## src/rtl/normalize_sp_pkg.sv

```systemverilog
// Shared FPU definitions for the single-precision normalizer.
// Provides the exponent/mantissa/result widths, the default exponent
// bias and the normalizer FSM state encoding.
package normalize_sp_pkg;

  localparam int EXP_W      = 10;
  localparam int MANT_W     = 48;
  localparam int FRAC_W     = 23;
  localparam int EXP_FRAC_W = EXP_W + FRAC_W;
  localparam int FPU_BIAS   = 127;

  typedef enum logic [1:0] {
    ST_IDLE = 2'd0,
    ST_NORM = 2'd1,
    ST_DONE = 2'd2
  } norm_state_e;

endpackage

```

## src/rtl/normalize_sp_lzc_step.sv

```systemverilog
// Leading-zero counter over one left-shift window.
// Ports:
//   bits  - window, bits[W-1] is the most significant position
//   count - number of leading zeros, W when the window is all zero
module lzc_step #(
  parameter int W   = 4,
  parameter int CW  = $clog2(W + 1)
) (
  input  logic [W-1:0]  bits,
  output logic [CW-1:0] count
);

  // Ascending scan: the highest set bit is the last one to write count.
  always_comb begin
    count = CW'(W);
    for (int i = 0; i < W; i++) begin
      if (bits[i]) count = CW'(W - 1 - i);
    end
  end

endmodule

```

## src/rtl/normalize_sp.sv

```systemverilog
// Post-add/multiply normalizer for single precision. Takes a sign, a
// signed biased exponent and a 48-bit mantissa (binary point between
// bits 46 and 45), shifts it to normal or subnormal form one step per
// cycle and presents the pre-rounding exponent/fraction plus guard,
// round and sticky bits to the rounding stage.
// Ports:
//   CLK, RESET             - clock, synchronous active-high reset
//   IN_VALID/IN_READY      - operand handshake (accepted only in IDLE)
//   IN_SIGN/IN_EXP/IN_MANT - operand
//   OUT_VALID/OUT_READY    - result handshake (result held until taken)
//   OUT_SIGN, EXP_FRAC     - sign, {exp[9:0], frac[22:0]}
//   Guard_Bits             - {guard, round, sticky}
//   OUT_ZERO               - result is exactly zero
//
// state | meaning
// IDLE  | waiting for an operand, IN_READY high
// NORM  | one right or left shift step per cycle until normalized
// DONE  | result valid, held until OUT_READY
module normalize_sp
  import normalize_sp_pkg::*;
#(
  parameter int BIAS        = FPU_BIAS,
  parameter int LSHIFT_STEP = 4
) (
  input  logic                  CLK,
  input  logic                  RESET,
  input  logic                  IN_VALID,
  output logic                  IN_READY,
  input  logic                  IN_SIGN,
  input  logic [EXP_W-1:0]      IN_EXP,
  input  logic [MANT_W-1:0]     IN_MANT,
  output logic                  OUT_VALID,
  input  logic                  OUT_READY,
  output logic                  OUT_SIGN,
  output logic [EXP_FRAC_W-1:0] EXP_FRAC,
  output logic [2:0]            Guard_Bits,
  output logic                  OUT_ZERO
);

  localparam int LZ_W      = $clog2(LSHIFT_STEP + 1);
  localparam int GUARD_BIT = MANT_W - 3 - FRAC_W;

  // Biased encoding of the minimum normal exponent (1 - BIAS unbiased).
  localparam logic signed [EXP_W-1:0] CLAMP_EXP = EXP_W'(BIAS - (BIAS - 1));
  localparam logic signed [EXP_W-1:0] EXP_ONE   = EXP_W'(1);
  // Below this exponent every mantissa bit would be shifted out anyway.
  localparam logic signed [EXP_W-1:0] UFLOW_LIM = EXP_W'(-MANT_W);

  norm_state_e              state_q, state_d;
  logic [MANT_W-1:0]        mant_q, mant_d;
  logic signed [EXP_W-1:0]  exp_q, exp_d;
  logic                     sticky_q, sticky_d;
  logic                     sign_q, sign_d;

  logic signed [EXP_W-1:0]  in_exp_s;
  logic [LZ_W-1:0]          lz_cnt;
  logic [EXP_W-1:0]         exp_m1;
  logic [LZ_W-1:0]          shamt;
  logic signed [EXP_W-1:0]  shift_exp;

  assign in_exp_s = $signed(IN_EXP);

  lzc_step #(
    .W  (LSHIFT_STEP),
    .CW (LZ_W)
  ) u_lzc (
    .bits  (mant_q[MANT_W-2 -: LSHIFT_STEP]),
    .count (lz_cnt)
  );

  // Left shift is only taken when exp > 1, so exp-1 is positive and an
  // unsigned compare against the zero count is safe.
  assign exp_m1    = exp_q - EXP_ONE;
  assign shamt     = (exp_m1 < EXP_W'(lz_cnt)) ? exp_m1[LZ_W-1:0] : lz_cnt;
  assign shift_exp = $signed(EXP_W'(shamt));

  always_ff @(posedge CLK) begin
    if (RESET) begin
      state_q  <= ST_IDLE;
      mant_q   <= '0;
      exp_q    <= '0;
      sticky_q <= 1'b0;
      sign_q   <= 1'b0;
    end else begin
      state_q  <= state_d;
      mant_q   <= mant_d;
      exp_q    <= exp_d;
      sticky_q <= sticky_d;
      sign_q   <= sign_d;
    end
  end

  always_comb begin
    state_d  = state_q;
    mant_d   = mant_q;
    exp_d    = exp_q;
    sticky_d = sticky_q;
    sign_d   = sign_q;
    unique case (state_q)
      ST_IDLE: begin
        if (IN_VALID) begin
          sign_d   = IN_SIGN;
          sticky_d = 1'b0;
          state_d  = ST_NORM;
          if (in_exp_s < UFLOW_LIM) begin
            mant_d   = '0;
            exp_d    = CLAMP_EXP;
            sticky_d = |IN_MANT;
          end else begin
            mant_d = IN_MANT;
            exp_d  = in_exp_s;
          end
        end
      end
      ST_NORM: begin
        if (mant_q == '0) begin
          state_d = ST_DONE;
        end else if (mant_q[MANT_W-1] || (exp_q < EXP_ONE)) begin
          mant_d   = mant_q >> 1;
          exp_d    = exp_q + EXP_ONE;
          sticky_d = sticky_q | mant_q[0];
        end else if (!mant_q[MANT_W-2] && (exp_q > EXP_ONE)) begin
          mant_d = mant_q << shamt;
          exp_d  = exp_q - shift_exp;
        end else begin
          state_d = ST_DONE;
        end
      end
      ST_DONE: begin
        if (OUT_READY) state_d = ST_IDLE;
      end
      default: state_d = ST_IDLE;
    endcase
  end

  assign IN_READY   = (state_q == ST_IDLE);
  assign OUT_VALID  = (state_q == ST_DONE);
  assign OUT_SIGN   = sign_q;
  // A clear hidden bit means subnormal or zero: exponent field reads 0.
  assign EXP_FRAC   = {(mant_q[MANT_W-2] ? exp_q : '0), mant_q[MANT_W-3 -: FRAC_W]};
  assign Guard_Bits = {mant_q[GUARD_BIT], mant_q[GUARD_BIT-1],
                       (|mant_q[GUARD_BIT-2:0]) | sticky_q};
  assign OUT_ZERO   = (mant_q == '0) && !sticky_q;

endmodule

```

## config.mk

```make
export PLATFORM = sky130hd
export DESIGN_NAME = normalize_sp
export DESIGN_NICKNAME = d
export VERILOG_FILES = /design/src/rtl/normalize_sp_pkg.sv /design/src/rtl/normalize_sp_lzc_step.sv /design/src/rtl/normalize_sp.sv
export SDC_FILE = /design/constraint.sdc
export NUM_CORES = 1
export LEC_CHECK = 0
export CORE_MARGIN = 2
export CORE_UTILIZATION = 44
export CTS_BUF_LIST = sky130_fd_sc_hd__clkbuf_16
export DETAILED_ROUTE_END_ITERATION = 8
export DONT_BUFFER_PORTS = 1
export PLACE_DENSITY = 0.56
export SLEW_MARGIN = 25
export SYNTH_ARGS = -nofsm -noshare
export SYNTH_HDL_FRONTEND = slang
export SYNTH_SLANG_ARGS = --single-unit
```

## constraint.sdc

```tcl
create_clock -name CLK -period 6.2 [get_ports CLK]
set_input_delay 0.62 -clock CLK [delete_from_list [all_inputs] [get_ports CLK]]
set_output_delay 0.62 -clock CLK [all_outputs]
set_load 0.01 [all_outputs]
```

After elaboration in Yosys (flattened, before gate mapping)
Cells that the tools add are included.
Operators by class
  add/sub/neg operators: 3
  $lt $le $gt $ge: 4
  eq/ne operators: 9
  shifts and indexed selects: 1
  mux-type cells: 29
  bitwise logic cells: 2
  reductions and logical operators: 14
Operators with widths (number)
  $mux 48: 5
  $pmux 48 s2: 1
  $mux 10: 6
  $logic_not 48->1: 1
  $reduce_or 48->1: 1
  $shl 48x3->48: 1
  $reduce_or 21->1: 1
  $pmux 10 s2: 1
  $mux 3: 5
  $reduce_and 4->1: 3
  $add 10x2->10 const B: 1
  $gt 10x2->1 const B: 1
  $lt 10x2->1 const B: 1
  $lt 10x3->1: 1
  $lt 10x7->1 const B: 1
  $mux 2: 5
  $sub 10x2->10 const B: 1
  $sub 10x4->10: 1
  $ne 3x3->1 const B: 3
  $ne 2x2->1 const B: 3
  $pmux 2 s3: 1
  $mux 1: 4
  $eq 2x1->1 const B: 1
  $eq 2x2->1 const B: 1
  9 further kinds: 12
Storage, ports and cells
  register bits: 62
  input bits: 63
  output and inout port bits: 40
  word-level logic and storage cells: 67

Logic depth before layout (Yosys ltp)
Gate-level depths: netlist of run 1.
  depth in word-level cells: 11
  gate-level depth with buffers: 23
  gate-level depth less buffers: 21

Hierarchy
A second synthesis of run 1 with hierarchy kept.
Second synthesis, totals
  cell total of the unflattened synthesis: 919
  area total of the unflattened synthesis: 6352.3 µm²
By module, submodules not included
  normalize_sp: times used 1, cells each 913, area an instance 6316.1 µm², sequential area each 1241.2 µm²
  lzc_step: times used 1, cells each 6, area an instance 36.3 µm², sequential area each 0.0 µm²

Worst setup path before layout of run 1
No wires, ideal clock.
  path kind: register to register
  start: register exp_q[0]
  end: register exp_q[9]
  arrival: 4.512 ns
  setup slack: 1.576 ns
  cell stages (with the launch flop): 24
  path buffers: 2
  period minus slack after synthesis: 4.624 ns
  cell sequence: dfxtp_1 > inv_2 > ha_1 > inv_1 > ha_1 > or3_1 > o221ai_2 > nand4_2 > mux2_1 > buf_2 > buf_2 > xnor2_1 > nand2_1 > inv_1 > ha_1 > a21o_1 > a21oi_1 > o21bai_1 > a2111oi_0 > or3_1 > o21a_1 > xnor2_1 > nor3_1 > a2111oi_1
Between the ends
  word-level cells in the longest chain between the ends: 8
  elaborated cells between the ends (all ways): 15
  classes of those cells: add/sub: 3; order compare: 3; eq/ne: 1; mux: 5; reduce/logical: 3
Ends and longest elaborated chain
  from (decl): line normalize_sp.sv:51  | logic signed [EXP_W-1:0] exp_q, exp_d;
  from (signal assigned): line normalize_sp.sv:87  | exp_q <= exp_d;
  $sub 10x2->10: line normalize_sp.sv:73  | assign exp_m1 = exp_q - EXP_ONE;
  $lt 10x3->1: line normalize_sp.sv:74  | assign shamt = (exp_m1 < EXP_W'(lz_cnt)) ? exp_m1[LZ_W-1:0] : lz_cnt;
  $mux 3: line normalize_sp.sv:74
  $sub 10x4->10: line normalize_sp.sv:124  | exp_d = exp_q - shift_exp;
  $mux 10: line normalize_sp.sv:122  | end else if (!mant_q[MANT_W-2] && (exp_q > EXP_ONE)) begin
  $mux 10: line normalize_sp.sv:118  | end else if (mant_q[MANT_W-1] || (exp_q < EXP_ONE)) begin
  $mux 10: line normalize_sp.sv:116  | if (mant_q == '0) begin
  $pmux 10 s2: line normalize_sp.sv:99  | unique case (state_q)
Parallel ways exist; a longest one is shown, timed or not. The select of a mux whose other input is x is not followed.
A chain may end at the register's enable or synchronous reset.

Worst setup path in the final report of run 1
Same ends and word-level chain as after synthesis.

==> results of run 1 <==
## report_power, final
part	switching [uW]	total, uW	internal (uW)
Combinational	1110	1890	776
Clock	190	453	263
Sequential	246	758	512
Total	1550	3100	1550
## Yosys cell counts (2+ instances only)
| cell type | n | area share, % |
|---|---|---|
| nand2_2 | 2 | 0.22 |
| nand4_1 | 8 | 0.87 |
| a21o_1 | 4 | 0.52 |
| buf_2 | 22 | 1.9 |
| or3_1 | 4 | 0.43 |
| a211oi_1 | 4 | 0.52 |
| mux2i_1 | 91 | 16 |
| nor3b_1 | 3 | 0.39 |
| buf_4 | 30 | 3.9 |
| nor2b_1 | 5 | 0.54 |
| nor3_1 | 14 | 1.2 |
| buf_1 | 2 | 0.13 |
| o221a_2 | 7 | 1.4 |
| and2_1 | 11 | 1.2 |
| ha_1 | 15 | 3.3 |
| xor2_1 | 3 | 0.46 |
| a311oi_1 | 9 | 1.4 |
| clkbuf_1 | 37 | 2.4 |
| o22ai_1 | 2 | 0.22 |
| nand3_1 | 6 | 0.52 |
| xnor2_1 | 6 | 0.91 |
| a31oi_1 | 13 | 1.4 |
| o21ai_0 | 12 | 1.0 |
| inv_1 | 10 | 0.65 |
| a2111oi_1 | 2 | 0.35 |
| dfxtp_1 | 62 | 22 |
| nand2b_1 | 4 | 0.43 |
| nand3b_1 | 2 | 0.26 |
| and3_1 | 3 | 0.33 |
| nand2_1 | 24 | 1.6 |
| nor4_1 | 24 | 2.6 |
| a2111oi_0 | 40 | 6.1 |
| nor2_1 | 116 | 7.6 |
| o31ai_1 | 6 | 0.78 |
| a21oi_1 | 59 | 5.1 |
| mux2_2 | 3 | 0.59 |
| o21ai_1 | 6 | 0.52 |
| o211ai_1 | 4 | 0.52 |
| o221a_1 | 30 | 5.9 |
| a221oi_1 | 5 | 0.76 |
## sequential cells by signal, summed over array words and instances, names as in the netlist
name	cells
exp_q	10
state_q	2
mant_q	48
OUT_SIGN	1
sticky_q	1
## layout by cell type (no fill, tap or decap), types with 6 or more instances in the layout
cell type,n
clkbuf_16,9
mux2i_1,90
inv_1,10
dfxtp_1,62
a311oi_1,9
o21ai_1,6
a2111oi_0,40
buf_4,9
a31oi_1,13
o21ai_0,12
o31ai_1,6
ha_1,15
nand4_1,8
nand3_1,6
o221a_2,7
nor4_1,24
nor2_1,116
o221a_1,30
and2_1,11
nor3_1,14
xnor2_1,6
a21oi_1,59
nand2_1,24
## through the flow
| step | cells | hold WS [ns] | instance area [sq um] | power, uW |
|---|---|---|---|---|
| after CTS | 836 | 0.343 | 5830 | 3090 |
| after global placement | 821 | 0.486 | 5580 | 2590 |
| after floorplan | 732 | 0.471 | 5760 | 2320 |
| final | 836 | 0.360 | 5830 | 3100 |
| after global routing | 836 | 0.345 | 5830 | 3330 |
| after detailed placement | 821 | 0.491 | 5580 | 2640 |
## routing by layer
| layer | vias to the layer above | GRT usage [%] | share of wire [%] | routed length, microns |
|---|---|---|---|---|
| li1 | 2629 | - | - | - |
| met1 | 2613 | 31.8 | 43 | 7790 |
| met2 | 175 | 41.6 | 48 | 8660 |
| met3 | 31 | 6.76 | 6.5 | 1170 |
| met4 | 0 | 9.97 | 2.7 | 481 |
| met5 | - | 0 | 0 | 0 |
## layout make-up
| type | instances | area, sq um |
|---|---|---|
| sequential | 62 | 1240 |
| timing repair buffer | 9 | 67.6 |
| tap | 172 | 215 |
| clock buffer | 9 | 225 |
| multi-input combinational | 566 | 4010 |
| inverter | 12 | 46.3 |
| fill | 1323 | 6890 |
| clock inverter | 6 | 30.0 |
## kinds of logic (layout without fill, tap and decap cells)
kind of cell | count (synthesis) | after routing | synth area share (%)
simple gates | 234 | 234 | 19.5
flops | 62 | 62 | 21.5
xor+xnor | 9 | 9 | 1.37
fa+ha+maj | 16 | 16 | 3.61
compound gates | 212 | 212 | 28.0
mux | 95 | 95 | 16.6
buf+inv | 104 | 36 | 9.36
## worst max path at each step
stage                                      from               endpoint  slack (ns)
after CTS                 exp_q[0]$_SDFFE_PP0P_  exp_q[9]$_SDFFE_PP0P_        0.91
after floorplan           exp_q[0]$_SDFFE_PP0P_  exp_q[9]$_SDFFE_PP0P_        1.58
final                     exp_q[0]$_SDFFE_PP0P_  exp_q[9]$_SDFFE_PP0P_        0.90
after global routing      exp_q[0]$_SDFFE_PP0P_  exp_q[9]$_SDFFE_PP0P_        0.36
after global placement    exp_q[0]$_SDFFE_PP0P_  exp_q[9]$_SDFFE_PP0P_        1.16
after detailed placement  exp_q[0]$_SDFFE_PP0P_  exp_q[9]$_SDFFE_PP0P_        0.93
## critical path, delay by kind of cell (launching register included)
kind / cells / cell delay (ns)
compound gates: 7 / 1.56
xor+xnor: 2 / 0.31
fa+ha+maj: 3 / 0.79
buf+inv: 3 / 0.22
flops: 1 / 0.50
mux: 1 / 0.83
simple gates: 5 / 0.97
==> flow_metrics.tcl, run 1 <==
set metrics [dict create \
    grt_start_max_net_pins 80 \
    min_delay_worst_endpoint "mant_q[47]$_SDFFE_PP0P_" \
    crit_top_cell "ha_1" \
    clk_latency_ns 0.34 \
    ant_nets 0 \
    fin_tns_setup_ns 0 \
    grt_pass1_wl_mm 28.7 \
    worst_slack_ns 0.897 \
    grt.total_usage_pct 25.4 \
    rsz0062_at_grt "no" \
    setup_viol 0 \
    outcome "complete, no violations" \
    crit_fanout 18 \
    hold_viol 0 \
    die_x_microns 118 \
    synthFlopType "dfxtp_1" \
    power_density_mw_per_mm2 532 \
    ys_warn_count 0 \
    cts_tree "done" \
    post-route-util_pct 45.8 \
    min_path_type "input pin to flop" \
    r2r-end "exp_q[9]$_SDFFE_PP0P_" \
    reg2reg_depth 21 \
    cp_cell_sequence "inv_2 > ha_1 > inv_1 > ha_1 > or3_1 > o221ai_2 > nand4_2 > mux2_1 > xnor2_1 > nand2_1 > inv_1 > ha_1 > a21o_1 > a21oi_1 > o21bai_1 > a2111oi_0 > or3_1 > o21a_1 > xnor2_1 > nor3_1 > a2111oi_1" \
    firstDrtPassIters 5 \
    worstMarginPinSlew_ns 0.816 \
    whs_path_depth 1 \
    clk_pin_slew_worst_paths_ns 0.06 \
    antenna_found_initial 0 \
    critPathArrivalTime_ns 5.53 \
    critical_path_required_ns 6.42 \
    dpl_worst_slack_ns 0.928 \
    syn_inst 732 \
    antenna_cells 0 \
    slew_headroom_pct 45.6 \
    ir_worst_vdd_v 0.000167 \
    clock_path_buffers 2 \
    post_cts_buffers 0 \
    ff2ff_setup_slack_ns 0.90 \
    synth_seq_cells 62 \
    htreeDepth 3 \
    seq_area_frac_synth_pct 21.5 \
    die_y_microns 118 \
    holdBufCountCts 0 \
    drv_cap 0 \
    area_growth_pct 1.22 \
    syn_area_per_cell_sq_um 7.87 \
    final_max_slew_viol_count 0 \
    synth_edf_count 0 \
    drc 0 \
    synth_cell_types 62 \
    ctsResizeCount 0 \
    synthArstFlopShare_pct 0 \
    crit_path_start_kind "flop" \
    fin_nets 739 \
    syn_nets 811 \
    synth.cell_area_sq_mm 0.00576 \
    drt-initial-drc-count 370 \
    layout_worst_path_cycle_share_pct 85.5 \
    hp-start "RESET" \
    wl_per_cell_microns 21.7 \
    core_area_sq_mm 0.0127 \
    slowest_stage "mux2_1" \
    fin_crit_ns 5.30 \
    dieArea_sq_mm 0.0140 \
    worst_path_largest_cell_delay_ns 0.83 \
    vias 5448 \
    timing.fmax_mhz 189 \
    critPathKind "flop to flop" \
    port_buffers 0 \
    hpwl_mm 12.6 \
    gp_congestion 0.856 \
    vias_per_cell 6.52 \
    drive_gt1_share_pct 7.08 \
    gr-total-overflow 0 \
    cts_sinks 62 \
    pin_count 103 \
    rows 41 \
    finClkSkew_ns 0.00741 \
    first_global_vias 5305 \
    cp-end-kind "flop" \
    p_leak_uw 0.00217 \
    wirelength_mm 18.1 \
    r2r_start "exp_q[0]$_SDFFE_PP0P_" \
    cts_root_buffer "clkbuf_16" \
    start_util_pct 45.3 \
    cts_made_buffers 9 \
]
Power figures use the tool's default switching activity.
==> run 2, diff against run 1 <==
Settings changed: MAX_ROUTING_LAYER from default to met4, REMOVE_ABC_BUFFERS from default to 1.
==> run 2 against run 1 <==
  * Via count rose by 2.7%
  * Design area rose by 0.21%
  * Largest power group unchanged
  * Worst setup slack improved by 0.16 ns
  * Combinational power barely moved
  * Register-to-register slack improved by 0.16 ns
  * Wire length rose by 1.2%
  * Clock skew barely moved
  * Final cell count rose by 0.36%
  * First-iteration DRC count rose by 66%
==> flow_metrics.tcl, run 2 (synthesized netlist as in run 1, its figures left out) <==
set metrics [dict create \
    top_register "mant_q" \
    gp_congestion 0.877 \
    drc 0 \
    cts_sinks 62 \
    power.net_switching_uw 1550 \
    drv_cap 0 \
    start_util_pct 45.3 \
    finalPower_uw 3110 \
    grt.total_usage_pct 26.3 \
    pwr-share-seq_pct 24.5 \
    swShare_pct 50.0 \
    wl_per_cell_microns 21.8 \
    finClkSkew_ns 0.00748 \
    multiInputGateArea_sq_mm 0.00401 \
    register_area_sq_mm 0.00124 \
    p_leak_uw 0.00219 \
    cts_made_buffers 9 \
    timing.fmax_mhz 194 \
    final_common_cell "nor2_1" \
    port_buffers 0 \
    htreeDepth 3 \
    placed_area_sq_mm 0.00559 \
    intPower_uw 1550 \
    clkPwrFrac_pct 14.4 \
    slew_headroom_pct 46.7 \
    setup_viol 0 \
    postLayoutCellArea_sq_mm 0.00584 \
    top_regs "mant_q x48, exp_q x10, state_q x2" \
    power_density_mw_per_mm2 532 \
    final_cells 839 \
    drive_gt1_share_pct 7.05 \
    drt-initial-drc-count 616 \
    gr-total-overflow 0 \
    largest_reg_flops 48 \
    p_comb_share_pct 61.0 \
    ctsResizeCount 0 \
    pin_count 103 \
    hpwl_mm 12.5 \
    die_y_microns 118 \
    final_max_slew_viol_count 0 \
    clk_latency_ns 0.33 \
    critPathArrivalTime_ns 5.34 \
    crit_path_start_kind "flop" \
    vias 5597 \
    critical_path.startpoint "exp_q[0]$_SDFFE_PP0P_" \
    cts_tree "done" \
    outcome "complete, no violations" \
    ant_nets 0 \
    vias_per_cell 6.67 \
    layout_worst_path_cycle_share_pct 83.0 \
    rows 41 \
    firstDrtPassIters 5 \
    crit_fanout 13 \
    worstMarginPinSlew_ns 0.799 \
    clk_pin_slew_worst_paths_ns 0.05 \
    min_path_type "input pin to flop" \
    cp-end-kind "flop" \
    holdBufCountCts 0 \
    first_global_vias 5239 \
    fin_crit_ns 5.14 \
    grt_start_max_net_pins 63 \
    clock_path_buffers 2 \
    antenna_found_initial 0 \
    holdWs_ns 0.362 \
    num-fill-cells 1339 \
    wirelength_mm 18.3 \
    post_cts_buffers 0 \
    cts_root_buffer "clkbuf_16" \
    rsz0062_at_grt "no" \
    area_growth_pct 1.43 \
    critPathKind "flop to flop" \
    die_x_microns 118 \
    reg2reg_depth 20 \
    place_inst 823 \
    hp-start "RESET" \
    fin_tns_setup_ns 0 \
    fin_nets 741 \
    ir_worst_vdd_v 0.000202 \
    r2r_start "exp_q[0]$_SDFFE_PP0P_" \
    antenna_cells 0 \
    core_area_sq_mm 0.0127 \
    final_cell_mix "nor2_1, mux2i_1, dfxtp_1" \
    grt_pass1_wl_mm 29.2 \
    critical_path_required_ns 6.40 \
    hold_viol 0 \
    dieArea_sq_mm 0.0140 \
    whs_path_depth 1 \
]
run 2: cell count changes in the layout (fill, tap and decap cells not counted):
cell      delta
clkinv_4     -1
buf_4        +2
inv_1        +5
clkinv_2     -1
clkinv_1     -2
run 2: power groups by stage:
stage                     combinational, uW  clock, uW  sequential [uW]
after floorplan                        1540          0              675
after global placement                 1840          0              762
after detailed placement               1870          0              765
after CTS                              1880        452              757
after global routing                   2090        471              783
final                                  1900        448              762
run 2: per-stage QoR:
step	setup slack [ns]	utilization, %
floorplan	-1.26	-
global placement	1.37	43.9
detailed placement	1.11	43.9
CTS	1.07	45.9
global route	0.654	45.9
finish	1.06	45.9
run 2: worst paths after layout:
check / slack [ns] / end
hold / removal: 0.36 / mant_q[4]$_SDFFE_PP0P_
setup / recovery: 1.06 / exp_q[9]$_SDFFE_PP0P_
setup reg to reg: 1.06 / exp_q[9]$_SDFFE_PP0P_
hold reg to reg: 0.50 / OUT_SIGN$_SDFFE_PP0P_
run 2: layer usage:
metal | wire length (microns) | vias up | GRT usage, %
li1 | - | 2648 | -
met1 | 8020 | 2686 | 34.2
met2 | 8660 | 239 | 41.4
met3 | 1330 | 24 | 5.74
met4 | 307 | 0 | 6.62
met5 | 0 | - | -
run 2: critical path, cell delays in order, from the launching register on:
cell	delay, ns
dfxtp_1	0.51
inv_2	0.08
ha_1	0.37
inv_1	0.06
ha_1	0.22
or3_1	0.32
o221ai_2	0.15
nand4_2	0.26
mux2_2	0.52
clkinv_2	0.13
ha_1	0.31
and2_1	0.14
ha_1	0.30
a21oi_1	0.20
o21bai_1	0.10
a2111oi_0	0.37
or3_1	0.21
o21a_1	0.17
xnor2_1	0.12
nor3_1	0.06
a2111oi_1	0.38
run 2: cell type report:
cell class / count / area share [%]
inverter: 12 / 0.792
sequential: 62 / 21.2
multi-input combinational: 566 / 68.5
clock buffer: 9 / 3.85
timing repair buffer: 11 / 1.41
tap: 172 / 3.68
clock inverter: 7 / 0.471
==> run 3, diff against run 2 <==
Clock period 6.2 ns to 4.94 ns, I/O delays scaled along.
==> run 3 against run 2 <==
  * Non-clock buffer count rose by 10
  * Design area rose by 3.2%
  * Global-route usage rose by 0.87 points
  * Utilization rose by 1.5 points
  * Final cell count rose by 1.2%
  * Critical path type unchanged
  * Largest cell class unchanged
  * Highest routed layer unchanged
==> flow_metrics.tcl, run 3 (synthesized netlist as in run 1, its figures left out) <==
set metrics [dict create \
    rows 41 \
    critPathArrivalTime_ns 4.83 \
    power_density_mw_per_mm2 692 \
    clk_pin_slew_worst_paths_ns 0.06 \
    setup_viol 0 \
    final_max_slew_viol_count 0 \
    postLayoutCellArea_sq_mm 0.00603 \
    worstMarginPinSlew_ns 0.932 \
    outcome "complete, no violations" \
    grt.total_usage_pct 27.1 \
    dieArea_sq_mm 0.0140 \
    drive_gt1_share_pct 9.60 \
    first_global_vias 5367 \
    crit_fanout 17 \
    holdBufCountCts 0 \
    pin_count 103 \
    firstDrtPassIters 5 \
    largest_reg_flops 48 \
    fin_crit_ns 4.60 \
    timing.fmax_mhz 217 \
    antenna_found_initial 0 \
    crit_path_start_kind "flop" \
    core_area_sq_mm 0.0127 \
    clk_latency_ns 0.35 \
    wirelength_mm 18.6 \
    finalPower_uw 4170 \
    final_cell_mix "nor2_1, mux2i_1, dfxtp_1" \
    cts_tree "done" \
    vias_per_cell 6.64 \
    critPathKind "flop to flop" \
    grt_pass1_wl_mm 29.9 \
    top_regs "mant_q x48, exp_q x10, state_q x2" \
    ant_nets 0 \
    p_leak_uw 0.00226 \
    drv_cap 0 \
    placed_area_sq_mm 0.00565 \
    wl_per_cell_microns 21.9 \
    htreeDepth 3 \
    cts_made_buffers 9 \
    clock_path_buffers 2 \
    die_x_microns 118 \
    drc 0 \
    rsz0062_at_grt "no" \
    layout_worst_path_cycle_share_pct 93.2 \
    drt-initial-drc-count 636 \
    finClkSkew_ns 0.00951 \
    cp-end-kind "flop" \
    cts_sinks 62 \
    port_buffers 0 \
    ir_worst_vdd_v 0.000302 \
    top_register "mant_q" \
    critical_path_required_ns 5.17 \
    post-route-util_pct 47.4 \
    start_util_pct 45.3 \
    final_common_cell "nor2_1" \
    vias 5635 \
    min_path_type "input pin to flop" \
    fin_tns_setup_ns 0 \
    grt_start_max_net_pins 101 \
    fin_nets 751 \
    hpwl_mm 12.6 \
    die_y_microns 118 \
    area_growth_pct 4.67 \
    cts_root_buffer "clkbuf_16" \
    gp_congestion 0.923 \
    antenna_cells 0 \
    slew_headroom_pct 37.9 \
    hold_viol 0 \
    gr-total-overflow 0 \
]
## run 3: power by group
part | internal (uW) | switching (uW)
sequential | 643 | 287
clock | 485 | 241
combinational | 1040 | 1470
## run 3: metrics by stage
stage	cells	setup WS, ns	hold WS (ns)
after floorplan	640	-2.52	0.466
after global placement	831	0.351	0.489
after detailed placement	831	0.0475	0.496
after CTS	847	0.0198	0.209
after global routing	849	0.0144	0.227
final	849	0.336	0.253
## run 3: cell type report
cell class / instances / area [sq um]
Tap cell: 172 / 215
Timing Repair Buffer: 21 / 158
Clock inverter: 7 / 105
Inverter: 12 / 46.3
Multi-Input combinational cell: 566 / 4040
Fill cell: 1254 / 6690
Clock buffer: 9 / 225
Sequential cell: 62 / 1240
## run 3: path summary, 6_finish.rpt
path / from / endpoint / slack (ns) / cells after the start
worst min-delay path: RESET / mant_q[6]$_SDFFE_PP0P_ / 0.25 / 1
worst min register to register: OUT_SIGN$_SDFFE_PP0P_ / OUT_SIGN$_SDFFE_PP0P_ / 0.50 / 2
worst max register to register: exp_q[1]$_SDFFE_PP0P_ / exp_q[9]$_SDFFE_PP0P_ / 0.34 / 19
worst max-delay path: exp_q[1]$_SDFFE_PP0P_ / exp_q[9]$_SDFFE_PP0P_ / 0.34 / 19
## run 3: routing by layer
layer  wire length, microns  vias up  GRT usage, %
li1                       -     2668             -
met1                   7950     2677          34.6
met2                   8700      244          41.7
met3                   1330       46          5.26
met4                    594        0          11.9
met5                      0        -             -
## run 3: worst max-delay path: stages, from the launching register on
cell and delay [ns]:
dfxtp_2 0.37, inv_2 0.08, ha_4 0.30, inv_1 0.05, ha_1 0.21, or3_1 0.34, o221ai_2 0.21, nand4_4 0.20
mux2_1 0.40, buf_4 0.23, a31oi_2 0.34, ha_1 0.31, inv_1 0.11, o21bai_1 0.10, a2111oi_1 0.35, or3_1 0.20
o21a_1 0.16, xnor2_1 0.12, nor3_1 0.06, a2111oi_1 0.32
## run 3: timing repair
| action | 4_1_cts | 5_1_grt |
|---|---|---|
| gates resized for setup | 0 | 9 |
| setup endpoints to repair | 0 | 4 |
| buffers inserted | 0 | 2 |
